[src/rtl/interval_pkg.sv]
// Shared constants, FSM state type and one-hot helper for the
// fp16 interval classifier and its occupancy histogram.
package interval_pkg;

  localparam int NUM_BINS = 8;
  localparam int FP16_W   = 16;
  localparam int CNT_W    = 16;

  typedef enum logic {
    ACCUM = 1'b0,
    DUMP  = 1'b1
  } hist_state_e;

  // True when exactly one bit of v is set.
  function automatic logic onehot_ok(
    input logic [31:0] v
  );
    return (v != '0) &&
           ((v & (v - 32'd1)) == '0);
  endfunction

endpackage

[src/rtl/interval_histogram_sat_counter.sv]
// Saturating up-counter with synchronous clear.
// Ports: clk_i, rst_ni (async low), clr_i, inc_i, q_o.
module sat_counter #(
  parameter int WIDTH = 16
) (
  input  logic             clk_i,
  input  logic             rst_ni,
  input  logic             clr_i,
  input  logic             inc_i,
  output logic [WIDTH-1:0] q_o
);

  always_ff @(posedge clk_i or negedge rst_ni) begin
    if (!rst_ni) begin
      q_o <= '0;
    end else if (clr_i) begin
      q_o <= '0;
    end else if (inc_i && (q_o != '1)) begin
      q_o <= q_o + 1'b1;
    end
  end

endmodule

[src/rtl/interval_histogram.sv]
// Per-interval occupancy histogram fed by one-hot classifier beats,
// with a valid/ready read-and-clear dump of every bin.
// Ports: clk_i, rst_ni, in_valid_i/in_ready_o/interval_i input beats,
// clear_i, dump_req_i, dump_valid_o/dump_ready_i/dump_bin_o/
// dump_count_o/dump_last_o readout, busy_o, error_o.
module interval_histogram #(
  parameter  int NUM_BINS  = interval_pkg::NUM_BINS,
  parameter  int CNT_WIDTH = interval_pkg::CNT_W,
  localparam int BIN_W     = $clog2(NUM_BINS)
) (
  input  logic                 clk_i,
  input  logic                 rst_ni,
  input  logic                 in_valid_i,
  output logic                 in_ready_o,
  input  logic [NUM_BINS-1:0]  interval_i,
  input  logic                 clear_i,
  input  logic                 dump_req_i,
  output logic                 dump_valid_o,
  input  logic                 dump_ready_i,
  output logic [BIN_W-1:0]     dump_bin_o,
  output logic [CNT_WIDTH-1:0] dump_count_o,
  output logic                 dump_last_o,
  output logic                 busy_o,
  output logic                 error_o
);

  import interval_pkg::*;

  localparam logic [BIN_W-1:0] LAST_IDX =
    BIN_W'(NUM_BINS - 1);

  hist_state_e      state_q, state_d;
  logic [BIN_W-1:0] index_q, index_d;

  logic [CNT_WIDTH-1:0] cnt [NUM_BINS];
  logic [31:0]          iv;
  logic                 ok;
  logic                 accept;
  logic                 hs;
  logic                 last;

  always_comb begin
    iv = '0;
    iv[NUM_BINS-1:0] = interval_i;
  end

  assign ok     = onehot_ok(iv);
  assign accept = in_valid_i && in_ready_o;
  assign hs     = dump_valid_o && dump_ready_i;
  assign last   = (index_q == LAST_IDX);

  // Bins are zeroed as they are read, or all at once on clear.
  for (genvar k = 0; k < NUM_BINS; k++) begin : g_bin
    sat_counter #(
      .WIDTH (CNT_WIDTH)
    ) u_cnt (
      .clk_i  (clk_i),
      .rst_ni (rst_ni),
      .clr_i  (clear_i ||
               (hs && (index_q == BIN_W'(k)))),
      .inc_i  (accept && ok && interval_i[k]),
      .q_o    (cnt[k])
    );
  end

  always_ff @(posedge clk_i or negedge rst_ni) begin
    if (!rst_ni) begin
      state_q <= ACCUM;
      index_q <= '0;
    end else begin
      state_q <= state_d;
      index_q <= index_d;
    end
  end

  always_comb begin
    state_d = state_q;
    index_d = index_q;
    if (clear_i) begin
      state_d = ACCUM;
      index_d = '0;
    end else begin
      unique case (state_q)
        ACCUM: begin
          if (dump_req_i) begin
            state_d = DUMP;
            index_d = '0;
          end
        end
        DUMP: begin
          if (hs) begin
            if (last) begin
              state_d = ACCUM;
              index_d = '0;
            end else begin
              index_d = index_q + 1'b1;
            end
          end
        end
        default: begin
          state_d = ACCUM;
          index_d = '0;
        end
      endcase
    end
  end

  always_ff @(posedge clk_i or negedge rst_ni) begin
    if (!rst_ni) begin
      error_o <= 1'b0;
    end else if (clear_i) begin
      error_o <= 1'b0;
    end else if (hs && last) begin
      error_o <= 1'b0;
    end else if (accept && !ok) begin
      error_o <= 1'b1;
    end
  end

  assign in_ready_o   = (state_q == ACCUM);
  assign dump_valid_o = (state_q == DUMP);
  assign busy_o       = dump_valid_o;
  assign dump_bin_o   = index_q;
  assign dump_last_o  = dump_valid_o && last;
  assign dump_count_o = dump_valid_o ?
                        cnt[index_q] : '0;

endmodule
[config.mk]
export PLATFORM = sky130hd
export DESIGN_NAME = interval_histogram
export DESIGN_NICKNAME = d
export VERILOG_FILES = /design/src/rtl/interval_pkg.sv /design/src/rtl/interval_histogram_sat_counter.sv /design/src/rtl/interval_histogram.sv
export SDC_FILE = /design/constraint.sdc
export NUM_CORES = 1
export LEC_CHECK = 0
export CORE_MARGIN = 2
export CORE_UTILIZATION = 40
export CTS_CLUSTER_DIAMETER = 100
export DETAILED_ROUTE_END_ITERATION = 10
export GPL_TIMING_DRIVEN = 0
export HOLD_SLACK_MARGIN = 0.12
export PLACE_DENSITY = 0.56
export SLEW_MARGIN = 25
export SYNTH_ARGS = -nofsm -noshare
export SYNTH_HDL_FRONTEND = slang
export SYNTH_HIERARCHICAL = 1
export SYNTH_SLANG_ARGS = --single-unit
[constraint.sdc]
create_clock -name clk_i -period 2.17 [get_ports clk_i]
set_input_delay 0.217 -clock clk_i [delete_from_list [all_inputs] [get_ports clk_i]]
set_output_delay 0.217 -clock clk_i [all_outputs]
set_load 0.05 [all_outputs]
==> results of run 1 <==
[routing by layer]
metal / part of all wire / global-route usage / vias up
met5: 0 / 0 / -
met4: 0.012 / 0.0600 / 0
met2: 0.47 / 0.386 / 248
li1: - / - / 3982
met1: 0.47 / 0.381 / 4496
met3: 0.052 / 0.0538 / 26
[power breakdown]
part | leakage [nW] | internal, mW | switching (mW) | total (mW)
clock network | 0.297 | 1.84 | 1.30 | 3.14
logic | 2.84 | 0.214 | 0.306 | 0.520
registers | 1.85 | 2.49 | 0.0140 | 2.50
[final cells by class]
type,count,share of cell area
buffer,48,0.0488
clock buffer,17,0.0313
clock inverter,15,0.0144
inverter,29,0.00994
multi-input combinational,726,0.520
sequential,133,0.245
tap,285,0.0262
timing repair buffer,125,0.104
[worst paths after layout]
kind / start / end / slack, ns / cells after the start
worst max-delay path: interval_i[3] / g_bin[3].u_cnt/q_o[10]$_DFFE_PN0P_ / -0.14 / 10
worst min-delay path: rst_ni / g_bin[7].u_cnt/q_o[2]$_DFFE_PN0P_ / 0.32 / 2
worst max register to register: busy_o$_DFF_PN0_ / g_bin[3].u_cnt/q_o[10]$_DFFE_PN0P_ / -0.05 / 8
worst min register to register: g_bin[6].u_cnt/q_o[1]$_DFFE_PN0P_ / g_bin[6].u_cnt/q_o[1]$_DFFE_PN0P_ / 0.59 / 2
max in group asynchronous: rst_ni / g_bin[1].u_cnt/q_o[11]$_DFFE_PN0P_ / 1.10 / 3
min in group clk_i: interval_i[5] / g_bin[5].u_cnt/q_o[1]$_DFFE_PN0P_ / 0.41 / 5
[sequential cells by signal (all words and copies together), names as in the netlist]
name	count
dump_bin_o	3
error_o	1
g_bin.u_cnt/q_o	128
busy_o	1
[kinds of logic after synthesis]
| logic type | Yosys count | share of synthesized area |
|---|---|---|
| AND/OR/NAND/NOR | 418 | 0.291 |
| AO/OA/AOI/OAI | 227 | 0.159 |
| flip-flops | 133 | 0.366 |
| buffers and inverters | 85 | 0.0436 |
| multiplexers | 64 | 0.119 |
| adder cells (fa/ha/maj) | 15 | 0.0204 |
| XOR/XNOR | 1 | 0.000963 |
[Yosys cell counts, types with 28 or more instances]
master	instances
or4_1	41
clkbuf_1	39
nor2b_1	34
nor2_1	36
nand2_1	85
nor4_1	32
o31ai_1	57
mux4_2	32
inv_1	28
mux2_1	32
dfrtp_1	133
a21oi_1	106
nand4_1	48
[stage by stage]
step                      power [mW]  hold slack, ns   util
final                           6.16           0.322  0.604
after global routing            6.34           0.369  0.604
after CTS                       6.15           0.342  0.556
after detailed placement        2.93           0.215  0.454
after global placement          2.92           0.579  0.453
after floorplan                 2.76         -0.0786      -
[cells in the final DEF, fill, tap and decap left out, types with 10 or more instances in the layout]
cell type	Yosys	routed
clkbuf_16	0	33
inv_1	28	20
and3_1	16	16
a21oi_4	0	13
clkdlybuf4s50_1	0	10
or3_1	17	13
a21oi_1	106	34
nand2_1	85	57
o31ai_1	57	16
nor4_4	9	40
buf_12	0	15
nand4_1	48	48
nor2b_1	34	33
ha_1	14	14
o21ai_1	24	30
or3_4	0	10
a21oi_2	0	60
or4_1	41	13
and4_2	16	16
nand2_2	0	25
buf_6	8	40
mux2_4	0	26
nor2_1	36	35
mux4_2	32	32
o31ai_2	0	36
buf_8	0	11
nand3_1	24	16
dfrtp_1	133	129
or4_4	1	45
buf_4	3	49
[timing repair]
| action | CTS | global route |
|---|---|---|
| pin swaps | 69 | 116 |
| gates cloned | 9 | 9 |
| hold buffers | 1 | 0 |
| resized for setup | 356 | 191 |
| buffers inserted | 56 | 17 |
| setup endpoints to repair | 146 | 144 |
| endpoints found under the hold margin | 66 | 0 |
==> summary.txt, run 1 <==
Layout
  • # diodes: 0
  • Layout cells sized above 1: 0.522
  • FF/Latch Area: 3330 µm²
  • Post-route insts no fill: 1378
  • Post-route cell area: 13600 µm²
  • Syn-to-layout area delta: 49.5%
  • Fin nets: 1108
  • Multi-input gate area: 7070 µm²
  • # fillers: 1807

Detailed routing
  • Final ANT Viol Nets: 0
  • Residual DRC: 0
  • Post-detailed-route wirelength per cell: 23.1 µm
  • Vias: 8752
  • Initial DRC Count: 780
  • DR pass1 iterations: 7
  • Via-per-instance ratio: 6.35
  • DRT Wirelength: 31800 µm

Yosys
  • Syn_nets: 971
  • Yosys warns: 6
  • Synth Flop Type: dfrtp_1
  • Distinct cells, synth: 48
  • Synth Register Bits: 133
  • FFs w/ async S/R, synth: 1.00
  • Mapped Area: 9090 µm²
  • Number of synthesized flops with an enable pin: 0
  • Area leader, netlist: dfrtp_1
  • Synth top area cells: dfrtp_1, mux4_2, a21oi_1
  • Avg Inst Size Synth: 9.64 µm²
  • Syn Inst Count: 943
  • Yosys top cell area share: 0.366
  • Sequential area share after synthesis: 0.366

Critical path
  • Critical path required time: 2.52 ns
  • Startpoint types: input port
  • Setup crit end kind: register
  • Crit path DAT: 2.66 ns
  • Buf+Inv Stages, Crit Path: 4
  • Most frequent CP cell: or4_4
  • Crit-path slowest cell: or4_4
  • Delay-heaviest family, CP: simple AND/OR/NAND/NOR gates
  • CP max stage delay: 0.56 ns
  • CP Class: in -> reg
  • Crit path cell chain: buf_8 > or4_4 > nor4_4 > o21ai_4 > buf_12 > nor3b_4 > inv_2 > buf_6 > or4_4 > a21oi_2
  • Worst Path Max Fanout: 6

Placed design
  • I/O Buffers: 37
  • GPL Wtd Cong: 0.857
  • Placed Cells: 1266
  • Detailed Place HPWL: 20300 µm
  • DP Worst Slack: -1.36 ns
  • Placed Area: 10200 µm²

Job
  • MaxCap Viol Count: 0

Global routing
  • GRT Overall Usage: 0.257
  • Vias in the first global route: 8327
  • Initial antenna violation count: 0
  • Global-route wire length before repair: 48100 µm
  • Total grt overflow: 0
  • Largest net degree at the start of global routing: 68

Clock tree
  • Cts bufs inserted: 17
  • CTS tree: built
  • Max Root-Sink Buffers: 2
  • Clock latency at the later pin of the worst-skew pair: 0.43 ns
  • CTS clk-pin slew, worst paths: 0.07 ns
  • Clk sinks: 133
  • CTS root buffer: clkbuf_16
  • H-tree depth: 4

STA
  • Setup ws final: -0.145 ns
  • Slew Limit Headroom: 0.558
  • Endpoints failing hold: 0
  • Post-route setup TNS: -4.50 ns
  • Unrepaired setup endpoints after global routing: yes
  • Maximum clock frequency: 432 MHz
  • Period utilisation layout: 1.07
  • Fin. max-slew vios: 0
  • Final Critical Period: 2.31 ns
  • Worst slew pin tran: 0.660 ns
  • Final setup fails: 85
  • Clk_skew: 0.00945 ns

Outcome
  • Failing checks: negative setup slack
  • Status: finished with violations

Pwr
  • Leakage: 4.99 nW
  • PwrDens: 453 nW/µm²
  • Worst VDD drop: 0.375 mV

Floorplanning
  • Effective utilization at floorplan: 0.404
  • Die ar.: 24000 µm²
  • Core Area: 22500 µm²
  • Die width: 155 µm
  • Die height: 155 µm
  • FP Rows: 55
  • Num ports: 38

Hold path
  • HP Class: in -> async
Power figures use the tool's default switching activity.
==> inputs of run 2 (changes only) <==
- ABC_AREA: default -> 1
- PLACE_DENSITY: 0.56 -> 0.55
==> summary.txt, run 2 <==
Yosys
  • Count leader, synth: nand2_1
  • Sequential area share after synthesis: 0.333
  • Avg Inst Size Synth: 6.78 µm²
  • Synth top area cells: dfrtp_1, nand2_1, nor2_1
  • Synth cell count leaders: nand2_1, nor2_1, dfrtp_1, inv_1, nand3_1
  • Number of synthesized flops with an enable pin: 0
  • Mapped Area: 10000 µm²
  • Yosys warns: 6
  • Synth Flop Type: dfrtp_1
  • FFs w/ async S/R, synth: 1.00
  • Area leader, netlist: dfrtp_1
  • Synth Register Bits: 133
  • Distinct cells, synth: 34
  • Syn Inst Count: 1477
  • Syn_nets: 1505
  • Yosys top cell area share: 0.333

STA
  • Fin. max-slew vios: 0
  • Post-route setup TNS: -0.00252 ns
  • Endpoints failing hold: 0
  • Final Critical Period: 2.17 ns
  • Slew Limit Headroom: 0.570
  • Worst slew pin tran: 0.645 ns
  • Setup ws final: -0.00252 ns
  • Unrepaired setup endpoints after global routing: yes
  • Period utilisation layout: 1.00
  • Final setup fails: 1
  • Maximum clock frequency: 460 MHz
  • Clk_skew: 0.0107 ns

Critical path
  • CP Class: reg -> out
  • Crit path DAT: 1.96 ns
  • Critical path required time: 1.95 ns
  • Buf+Inv Stages, Crit Path: 3
  • Delay-heaviest family, CP: buffers and inverters
  • Setup crit end kind: output pin
  • CP max stage delay: 0.45 ns
  • Worst Path Max Fanout: 10
  • RR Startpoint: dump_bin_o[2]$_DFFE_PN0P_
  • Startpoint types: register
  • Worst Setup SP: dump_bin_o[0]$_DFFE_PN0P_
  • Crit path cell chain: buf_6 > buf_4 > nor2_1 > o22ai_2 > o21ai_2 > nor2_2 > buf_6
  • Most frequent CP cell: buf_6
  • Crit-path slowest cell: dfrtp_2

Detailed routing
  • Wl on met1: 15700 µm
  • Residual DRC: 0
  • Top layer in use: met4
  • DR pass1 iterations: 5
  • Met3 WL post-DR: 1560 µm
  • Post-detailed-route wirelength per cell: 16.4 µm
  • Final ANT Viol Nets: 0
  • Met2 WL: 13000 µm
  • Vias: 9732
  • Initial DRC Count: 726
  • Via-per-instance ratio: 5.19
  • DRT Wirelength: 30800 µm

Global routing
  • Global-route wire length before repair: 49400 µm
  • Initial antenna violation count: 0
  • Largest net degree at the start of global routing: 78
  • GRT Overall Usage: 0.240
  • Vias in the first global route: 8887
  • Total grt overflow: 0

Layout
  • # diodes: 0
  • Commonest non-fill, non-tap cell in the layout: nand2_1
  • Biggest register: g_bin.u_cnt/q_o
  • Layout cells sized above 1: 0.167
  • Largest register FFs: 128
  • Fin nets: 1567
  • Post-route cell area: 11900 µm²
  • # fillers: 2511
  • Commonest cells after routing, fill and taps aside: nand2_1, nor2_1, dfrtp_1, inv_1, nand3_1
  • Syn-to-layout area delta: 18.7%

Clock tree
  • Clock latency at the later pin of the worst-skew pair: 0.42 ns
  • Clk sinks: 133
  • H-tree depth: 4
  • CTS tree: built
  • Max Root-Sink Buffers: 2
  • CTS clk-pin slew, worst paths: 0.07 ns
  • CTS root buffer: clkbuf_16
  • Cts bufs inserted: 17

Pwr
  • Total power: 6.29 mW
  • Leakage: 5.44 nW
  • Worst VDD drop: 0.468 mV
  • PwrDens: 529 nW/µm²

Floorplanning
  • Die width: 162 µm
  • FP Rows: 57
  • Die height: 162 µm
  • Num ports: 38
  • Die ar.: 26300 µm²
  • Core Area: 24500 µm²
  • Effective utilization at floorplan: 0.409

Outcome
  • Failing checks: negative setup slack
  • Status: finished with violations

Placed design
  • Placed Area: 10800 µm²
  • GPL Wtd Cong: 0.915
  • Detailed Place HPWL: 23300 µm
  • I/O Buffers: 37

Job
  • MaxCap Viol Count: 0

Hold path
  • HP Class: in -> async
-- run 2: cell types whose count changed in the layout (fill, tap and decap cells not counted), moves of 32 or more --
cell | previous run | this run
o31ai_2 | 36 | 0
nand3_1 | 16 | 99
nand2_1 | 57 | 453
buf_4 | 49 | 16
nor2_1 | 35 | 186
o21ai_0 | 2 | 81
a21oi_2 | 60 | 0
nor4_4 | 40 | 0
inv_1 | 20 | 103
or4_4 | 45 | 0
nor2b_1 | 33 | 0
mux4_2 | 32 | 0
-- run 2: per-stage QoR --
| step | utilization | hold slack [ns] | setup slack [ns] | instances |
|---|---|---|---|---|
| 6_report | 0.486 | 0.358 | -0.00252 | 1876 |
| 4_1_cts | 0.476 | 0.392 | -0.0116 | 1875 |
| 3_3_place_gp | 0.441 | 0.507 | -5.51 | 1838 |
| 3_5_place_dp | 0.442 | 0.259 | -0.570 | 1839 |
| 2_1_floorplan | - | -0.0786 | 0.0458 | 1477 |
| 5_1_grt | 0.486 | 0.414 | -0.0471 | 1876 |
-- run 2: area by class of cell --
cell class	instances	area [µm²]	share of cell area
plain buffers	51	517	0.0435
repair buffers	43	457	0.0384
well taps	324	405	0.0341
multi-input cells	1165	6060	0.510
clock buffers	17	425	0.0358
inverters	128	503	0.0423
flip-flops and latches	133	3330	0.280
clock inverters	15	180	0.0152
-- run 2: report_power, final --
| part | internal (mW) | total [mW] | switching, mW |
|---|---|---|---|
| clock network | 1.81 | 3.02 | 1.21 |
| logic | 0.264 | 0.775 | 0.512 |
| registers | 2.49 | 2.49 | 0.00880 |
| total | 4.56 | 6.29 | 1.73 |
-- run 2: final timing paths --
kind                                                       to  depth (start not counted)  slack (ns)
max                                          dump_count_o[10]                          7      -0.003
min                         g_bin[3].u_cnt/q_o[8]$_DFFE_PN0P_                          2        0.36
max reg2reg                 g_bin[3].u_cnt/q_o[2]$_DFFE_PN0P_                          9        0.14
min reg2reg                               error_o$_DFFE_PN0P_                          2        0.52
max in group asynchronous  g_bin[4].u_cnt/q_o[15]$_DFFE_PN0P_                          3        1.09
min in group clk_i          g_bin[5].u_cnt/q_o[3]$_DFFE_PN0P_                          7        0.44
-- run 2: logic make-up after synthesis --
kind of cell | count (synthesis) | synth area share
DFF | 133 | 0.333
and+or+nand+nor | 922 | 0.410
AOI/OAI and AO/OA | 189 | 0.113
xor gates and xnor gates | 40 | 0.0350
buffers and inverters | 179 | 0.0920
adders and majority gates | 14 | 0.0175
-- run 2: what timing repair did --
item / CTS / global route
pin swaps: 11 / 22
endpoints found under the hold margin: 76 / 0
hold buffers: 1 / 0
resized for setup: 174 / 90
endpoints found under the setup margin: 136 / 131
buffers inserted: 3 / 1
-- run 2: layer usage --
layer	track usage	up-vias
li1	-	4945
met5	0	-
met2	0.350	254
met1	0.372	4504
met3	0.0304	29
met4	0.0615	0
==> inputs of run 3 (changes only) <==
- CORE_MARGIN: 2 -> 3
- CORE_UTILIZATION: 40 -> 35
- PLACE_DENSITY: 0.55 -> 0.49
==> summary.txt, run 3 (synthesis gave the netlist of run 2 again) <==
Outcome
  • Status: finished with violations
  • Failing checks: negative setup slack

Global routing
  • Largest net degree at the start of global routing: 70
  • Initial antenna violation count: 0
  • GRT Overall Usage: 0.212
  • Total grt overflow: 0
  • Global-route wire length before repair: 51300 µm
  • Vias in the first global route: 9250

Floorplanning
  • Die ar.: 30700 µm²
  • Die height: 175 µm
  • Die width: 175 µm
  • Num ports: 38
  • Effective utilization at floorplan: 0.357
  • Core Area: 28000 µm²
  • FP Rows: 61

STA
  • Fin. max-slew vios: 0
  • Unrepaired setup endpoints after global routing: yes
  • Maximum clock frequency: 446 MHz
  • Post-route setup TNS: -0.276 ns
  • Worst slew pin tran: 0.551 ns
  • Period utilisation layout: 1.03
  • Endpoints failing hold: 0
  • Slew Limit Headroom: 0.632
  • Clk_skew: 0.0141 ns
  • Final setup fails: 9
  • Final Critical Period: 2.24 ns
  • Setup ws final: -0.0701 ns

Pwr
  • Part of the power in combinational logic: 0.125
  • Worst VDD drop: 0.550 mV
  • Total power: 6.40 mW
  • Leakage: 5.48 nW
  • Net Sw Frac: 0.270
  • PwrDens: 534 nW/µm²
  • Clk pwr share: 0.485
  • Sequential power share: 0.390
  • Pint: 4.67 mW
  • P_sw: 1.72 mW

Critical path
  • Internal reg-to-reg setup slack: 0.05 ns
  • Startpoint types: register
  • CP max stage delay: 0.45 ns
  • RR Startpoint: dump_bin_o[0]$_DFFE_PN0P_
  • Setup crit end kind: output pin
  • Crit path DAT: 2.02 ns
  • CP Class: reg -> out
  • Worst Path Max Fanout: 10
  • R2R depth: 12
  • Crit-path slowest cell: dfrtp_2
  • Critical path required time: 1.95 ns
  • RR Endpoint: g_bin[0].u_cnt/q_o[2]$_DFFE_PN0P_
  • Crit path cell chain: inv_4 > buf_4 > nor2_1 > o22ai_1 > o21ai_1 > nor2_2 > buf_6

Layout
  • Biggest register: g_bin.u_cnt/q_o
  • # diodes: 0
  • # fillers: 2950
  • Post-layout util: 0.428
  • Commonest cells after routing, fill and taps aside: nand2_1, nor2_1, dfrtp_1, inv_1, nand3_1
  • Largest register FFs: 128
  • Post-route cell area: 12000 µm²
  • Commonest non-fill, non-tap cell in the layout: nand2_1
  • Syn-to-layout area delta: 19.8%
  • Fin nets: 1575
  • Layout cells sized above 1: 0.172

Detailed routing
  • DRT Wirelength: 32300 µm
  • Via-per-instance ratio: 5.13
  • Initial DRC Count: 669
  • Post-detailed-route wirelength per cell: 16.7 µm
  • Final ANT Viol Nets: 0
  • DR pass1 iterations: 5
  • Vias: 9932
  • Residual DRC: 0

Clock tree
  • Max Root-Sink Buffers: 2
  • H-tree depth: 4
  • Clk sinks: 133
  • CTS root buffer: clkbuf_16
  • Clock latency at the later pin of the worst-skew pair: 0.43 ns
  • CTS tree: built
  • CTS clk-pin slew, worst paths: 0.06 ns
  • Cts bufs inserted: 17

Placed design
  • Detailed Place HPWL: 24700 µm
  • I/O Buffers: 37
  • GPL Wtd Cong: 0.876
  • DP Worst Slack: -0.651 ns
  • Placed Area: 10900 µm²

Job
  • MaxCap Viol Count: 0

Hold path
  • HP Class: in -> async
==> run 3: cell count changes in the layout (fill, tap and decap cells not counted), moves of 3 or more <==
cell	before	now
o22ai_1	29	25
buf_4	16	20
nor2_2	30	33
o22ai_2	3	7
nor2_4	28	25
clkinvlp_4	6	3
==> run 3: stage by stage <==
step                cells  hold WS (ns)
floorplan            1477       -0.0786
global placement     1892         0.509
detailed placement   1893         0.208
CTS                  1928         0.358
global route         1937         0.372
finish               1937         0.317
==> run 3: how the worst max path moves through the flow <==
| stage | end | from |
|---|---|---|
| after floorplan | dump_count_o[10] | dump_bin_o[2]$_DFFE_PN0P_ |
| after global placement | dump_bin_o[0]$_DFFE_PN0P_ | rst_ni |
| after detailed placement | g_bin[5].u_cnt/q_o[7]$_DFFE_PN0P_ | interval_i[5] |
| after CTS | g_bin[0].u_cnt/q_o[2]$_DFFE_PN0P_ | interval_i[5] |
| after global routing | dump_count_o[3] | dump_bin_o[0]$_DFFE_PN0P_ |
| final | dump_count_o[3] | dump_bin_o[0]$_DFFE_PN0P_ |
==> run 3: final cells by class <==
| class | count | area (µm²) | area share |
|---|---|---|---|
| Sequential cell | 133 | 3330 | 0.278 |
| Timing Repair Buffer | 51 | 518 | 0.0432 |
| Multi-Input combinational cell | 1165 | 6050 | 0.504 |
| Clock buffer | 18 | 429 | 0.0358 |
| Clock inverter | 13 | 184 | 0.0153 |
| Tap cell | 378 | 473 | 0.0394 |
| Buffer | 51 | 503 | 0.0419 |
| Inverter | 128 | 505 | 0.0422 |
==> run 3: worst max-delay path: cells and delay by family (launching register included) <==
family                 cells  cell delay (ns)
buffers and inverters      3             0.48
DFF                        1             0.45
and+or+nand+nor            2             0.33
AOI/OAI and AO/OA          2             0.32
==> run 3: power by group through the flow <==
stage               Combinational [mW]  Clock (mW)  Sequential [mW]
finish                           0.801        3.10             2.50
global route                     0.866        3.28             2.49
CTS                              0.776        3.17             2.49
detailed placement               0.713           0             2.54
global placement                 0.707           0             2.54
floorplan                        0.416           0             2.55
==> run 3: repair_timing <==
action | 4_1_cts | 5_1_grt
pin swaps | 21 | 17
endpoints found under the hold margin | 64 | 0
endpoints found under the setup margin | 139 | 132
hold buffers | 1 | 0
gates resized for setup | 192 | 56
buffers inserted | 3 | 9
==> run 3: metal layers <==
layer / vias to the layer above / part of all wire / global-route usage
met1: 4688 / 0.50 / 0.316
li1: 4966 / - / -
met3: 45 / 0.041 / 0.0317
met2: 233 / 0.43 / 0.318
met5: - / 0 / 0
met4: 0 / 0.024 / 0.0582
